**src/rtl/sort_pkg.sv**
```systemverilog
// Shared types for the sorting-cell chain and its drain-side reader.
package sort_pkg;

    localparam int DATA_WIDTH = 8;

    typedef enum logic [1:0] {
        IDLE,
        STREAM,
        FIN
    } drain_state_t;

    typedef struct packed {
        logic [DATA_WIDTH-1:0] data;
        logic                  last;
    } sort_word_t;

endpackage

```
**src/rtl/sort_out_fifo.sv**
```systemverilog
// Two-entry output FIFO holding captured sorted words; head register drives the stream.
module sort_out_fifo
    import sort_pkg::*;
#(
    parameter type word_t = sort_word_t
) (
    input  logic       clk,
    input  logic       reset,
    input  logic       push,
    input  word_t      push_word,
    input  logic       pop,
    output word_t      head_word,
    output logic [1:0] count
);

    word_t head_q;
    word_t tail_q;
    logic  pop_ok;
    logic  push_ok;

    assign pop_ok    = pop && (count != 2'd0);
    assign push_ok   = push && ((count != 2'd2) || pop_ok);
    assign head_word = head_q;

    always_ff @(posedge clk) begin
        if (!reset) begin
            count  <= '0;
            head_q <= '0;
            tail_q <= '0;
        end else begin
            case ({push_ok, pop_ok})
                2'b10: begin
                    if (count == 2'd0) head_q <= push_word;
                    else               tail_q <= push_word;
                    count <= count + 2'd1;
                end
                2'b01: begin
                    head_q <= tail_q;
                    count  <= count - 2'd1;
                end
                2'b11: begin
                    // With one entry the new word replaces the departing head directly.
                    if (count == 2'd1) begin
                        head_q <= push_word;
                    end else begin
                        head_q <= tail_q;
                        tail_q <= push_word;
                    end
                end
                default: ;
            endcase
        end
    end

endmodule

```
**src/rtl/sorted_stream_reader.sv**
```systemverilog
// Drains the sorted cell chain head-first and streams the words out in ascending order.
module sorted_stream_reader #(
    parameter int DATA_WIDTH = 8,
    parameter int NUM_CELLS  = 16,
    parameter int COUNT_W    = $clog2(NUM_CELLS + 1)
) (
    input  logic                  clk,
    input  logic                  reset,
    input  logic                  drain_start,
    input  logic [COUNT_W-1:0]    elem_count,
    input  logic [DATA_WIDTH-1:0] head_cell_data,
    output logic                  array_shift_up,
    output logic                  array_enable,
    output logic                  busy,
    output logic                  out_valid,
    input  logic                  out_ready,
    output logic [DATA_WIDTH-1:0] out_data,
    output logic                  out_last,
    output logic                  done
);

    import sort_pkg::*;

    typedef struct packed {
        logic [DATA_WIDTH-1:0] data;
        logic                  last;
    } stream_word_t;

    drain_state_t       state;
    logic [COUNT_W-1:0] remaining;
    logic [COUNT_W-1:0] load_count;
    logic [1:0]         fifo_cnt;
    stream_word_t       head_word;
    stream_word_t       push_word;
    logic               pop;
    logic               take;
    logic               drained;

    assign pop  = out_valid && out_ready;
    // Gated by reset so the chain never moves during a reset cycle.
    assign take = reset && (state == STREAM) && (remaining != '0)
                  && ((fifo_cnt < 2'd2) || pop);

    assign array_shift_up = take;
    assign array_enable   = take;

    assign load_count = (elem_count > COUNT_W'(NUM_CELLS)) ? COUNT_W'(NUM_CELLS) : elem_count;
    assign push_word  = '{data: head_cell_data, last: (remaining == COUNT_W'(1))};

    // FIN is entered in the cycle after the final word is accepted.
    assign drained = (remaining == '0)
                     && ((fifo_cnt == 2'd0) || ((fifo_cnt == 2'd1) && pop));

    assign out_valid = (fifo_cnt != 2'd0);
    assign out_data  = head_word.data;
    assign out_last  = head_word.last;
    assign busy      = (state != IDLE);
    assign done      = (state == FIN);

    always_ff @(posedge clk) begin
        if (!reset) begin
            state     <= IDLE;
            remaining <= '0;
        end else begin
            if (take) remaining <= remaining - COUNT_W'(1);
            case (state)
                IDLE: begin
                    if (drain_start) begin
                        state     <= STREAM;
                        remaining <= load_count;
                    end
                end
                STREAM:  if (drained) state <= FIN;
                FIN:     state <= IDLE;
                default: state <= IDLE;
            endcase
        end
    end

    sort_out_fifo #(
        .word_t(stream_word_t)
    ) u_out_fifo (
        .clk      (clk),
        .reset    (reset),
        .push     (take),
        .push_word(push_word),
        .pop      (pop),
        .head_word(head_word),
        .count    (fifo_cnt)
    );

endmodule

```
**config.mk**
```make
export PLATFORM = sky130hd
export DESIGN_NAME = sorted_stream_reader
export DESIGN_NICKNAME = d
export VERILOG_FILES = /design/src/rtl/sort_pkg.sv /design/src/rtl/sort_out_fifo.sv /design/src/rtl/sorted_stream_reader.sv
export SDC_FILE = /design/constraint.sdc
export NUM_CORES = 1
export LEC_CHECK = 0
export CORE_MARGIN = 5
export CORE_UTILIZATION = 45
export CTS_CLUSTER_DIAMETER = 60
export DETAILED_ROUTE_END_ITERATION = 10
export PLACE_DENSITY_LB_ADDON = 0.12
export RECOVER_POWER = 50
export SETUP_SLACK_MARGIN = 0.15
export SLEW_MARGIN = 20
export SYNTH_ARGS = -nofsm -noshare
export SYNTH_HDL_FRONTEND = slang
export SYNTH_HIERARCHICAL = 1
export SYNTH_SLANG_ARGS = --single-unit
```
**constraint.sdc**
```tcl
create_clock -name clk -period 2.2 [get_ports clk]
set_clock_uncertainty 0.15 [all_clocks]
set_input_delay 0.33 -clock clk [delete_from_list [all_inputs] [get_ports clk]]
set_output_delay 0.33 -clock clk [all_outputs]
set_load 0.02 [all_outputs]
```
==> impl_metrics.yaml <==
run_status:
  outcome: "finished clean"
synth:
  yosysWarnings: 6
  netlist_area_um2: 1410
  syn-instance-count: 154
  synth-edff-count: 0
  synth_top_cell_by_area: "dfxtp_1"
  synth_area_leaders: "dfxtp_1 (38%), mux2i_1 (9.9%), nor2b_1 (6.6%)"
  synth_seq_cells: 27
  ys_seq_area_share_pct: 38.3
  syn_avg_cell_area_um2: 9.16
  synth_cell_types: 38
  synth_common_cells: "dfxtp_1 (27), nand2_1 (23), nor2b_1 (15), mux2i_1 (14), o21ai_0 (13)"
  ys.flop_type: "dfxtp_1"
  async_flop_share_pct: 0
  synth_fp_nets: 177
  yosysMostFrequentCell: "dfxtp_1"
  yosysTopAreaCellShare_pct: 38.3
run:
  maxCapViolCount: 0
timing:
  setup_viol: 0
  finalCritPeriodShare_pct: 92.0
  drv_slew: 0
  rsz0062_at_grt: "yes"
  min_period_ns: 2.03
  timing.final.hold_violations: 0
  worst_slack_ns: 0.175
  clock.fmax_mhz: 494
  relSlewSlack_pct: 69.0
  whs_ns: 0.328
  worst_slew_pin_slew_ns: 0.459
critical_path:
  cp_top_family: "flip-flops"
  path_cells: "inv_2 > ha_4 > nor4b_4 > nor3_4 > buf_2"
  worst-path-buf-inv: 2
  r2r_cells: 10
  timing.critical_path.arrival_ns: 1.55
  slowest_delay_ns: 0.41
  reg2reg_from: "remaining[0]$_SDFF_PN0_"
  reg2reg_slack_ns: 0.19
  cp_max_fo: 3
  cp_slowest_cell: "dfxtp_1"
  path_class: "reg -> out"
  worst_ep_required_time_ns: 1.72
  critPathLaunchType: "flip-flop"
  endpoint_kind: "primary output"
  r2r_end: "u_out_fifo/head_word[5]$_SDFFE_PN0P_"
power_and_ir_drop:
  p_total_mw: 1.16
  p_per_area_nw_per_um2: 611
  ir_worst_vdd_v: 0.000259
  p_leak_nw: 0.806
global_route:
  grt_max_degree: 28
  antenna_found_initial: 0
  grt_util_all_layers_pct: 15.5
  grt_pass1_wl_um: 5240
  overflow: 0
  grt_pass1_vias: 1194
min_path:
  min_path_type: "reg -> reg"
  holdPathEnd: "u_out_fifo/head_word[1]$_SDFFE_PN0P_"
  hold_path_depth: 2
  holdCritStartpoint: "u_out_fifo/tail_q[1]$_SDFFE_PN0P_"
placement:
  place.gp.congestion: 0.806
  port_buffers: 30
  place_ws_ns: -0.133
  dp_hpwl_um: 2230
  dp_cells: 232
finish:
  stdcell_count: 241
  fin_nets: 221
  areaGrowthSynthToFinish_pct: 34.1
  finish.utilization_pct: 62.5
  n_antenna_cell: 0
  drive_gt1_share_pct: 17.8
floorplanning:
  io_pins: 31
  start_util_pct: 46.6
  die_w_um: 66.0
  dieArea_um2: 4360
  coreArea_um2: 3030
  fp.dieH_um: 66.0
  placementRows: 20
detailed_routing:
  num_vias: 1222
  wl_per_cell_um: 12.9
  drt_iter0_drc: 68
  viasPerCell: 5.07
  first_pass_iters: 4
  drc: 0
  drt-total-wl_um: 3110
  antenna_left: 0
clock_network:
  clk_pin_slew_worst_paths_ns: 0.16
  cts_inserted_buffers: 3
  cts_tree: "yes"
  htree_levels: 1
  clock-sinks: 27
  cts_buffer_depth: 2
  worstSkewPairLatency_ns: 0.33
  cts.root.buffer_cell: "clkbuf_4"
-- timing repair --
action | CTS | global route
resized for setup | 8 | 5
pin swaps | 0 | 1
hold buffers | 0 | 0
setup endpoints to repair | 4 | 22
setup buffers | 1 | 4
-- cells in the final DEF (no fill, tap or decap), drive strengths merged --
cell type and instances:
nand3 1, clkbuf 6, nor2 4, inv 5, nand2b 3, dfxtp 27
or2 1, nor4b 2, a311oi 1, mux2i 14, clkinvlp 2, a21boi 1
dlygate4sd3 9, xnor2 3, nand2 23, nor2b 15, o32ai 1, a221oi 1
o21ai 15, or3 1, a21oi 5, ha 6, clkdlybuf4s50 17, nor4 1
buf 15, mux2 1, a31oi 9, nand3b 3, nor3 2, or3b 1
and2 2
-- where the power goes --
part | internal [mW] | total, mW | switching (mW)
logic | 0.188 | 0.370 | 0.182
registers | 0.527 | 0.557 | 0.0302
clock network | 0.0696 | 0.229 | 0.160
-- layout make-up --
type	instances	area (um2)
tap	44	55.1
clock buffer	3	22.5
sequential	27	542
inverter	6	23.8
multi-input combinational	116	831
fill	277	1130
clock inverter	1	7.51
timing repair buffer	44	412
-- metal layers --
metal	GRT usage [%]	vias to the layer above	part of all wire, %
met5	0	-	0
met4	5.84	0	1.2
met3	2.72	4	4.5
met2	26.2	24	47
met1	19.7	574	47
li1	-	620	-
-- worst reg2reg max path, cell delays in order, from the launching register on --
cell      delay [ns]
dfxtp_1         0.41
inv_2           0.07
ha_4            0.16
nor4b_4         0.14
nor3_4          0.24
buf_6           0.17
nand2b_4        0.07
o21ai_4         0.16
buf_12          0.16
o21ai_0         0.08
a31oi_1         0.16
-- state kept, by name, summed over array words and instances (netlist names) --
name / flops
remaining: 5
state: 2
u_out_fifo/count: 2
u_out_fifo/head_word: 9
u_out_fifo/tail_q: 9
-- how the worst max path moves through the flow --
stage	startpoint	end	cells past startpoint
5_1_grt	remaining[0]$_SDFF_PN0_	u_out_fifo/head_word[0]$_SDFFE_PN0P_	10
3_5_place_dp	reset	array_enable	4
2_1_floorplan	remaining[0]$_SDFF_PN0_	u_out_fifo/head_word[6]$_SDFFE_PN0P_	9
4_1_cts	u_out_fifo/count[1]$_SDFFE_PN0P_	out_valid	2
6_report	remaining[0]$_SDFF_PN0_	array_enable	5
3_3_place_gp	reset	array_enable	4
-- cell families after synthesis --
family	Yosys count	synth area share, %
DFF	27	38.3
xor gates and xnor gates	3	1.86
AOI/OAI and AO/OA	33	15.2
buffers and inverters	11	4.08
and+or+nand+nor	59	24.2
muxes	15	11.0
adders and majority gates	6	5.32
-- per-stage QoR --
step,instance area [um2],TNS (ns)
3_3_place_gp,1840,-0.598
3_5_place_dp,1840,-1.35
4_1_cts,1870,0
2_1_floorplan,1430,0
5_1_grt,1890,0
6_report,1890,0
(Power assumes the default switching activity.)
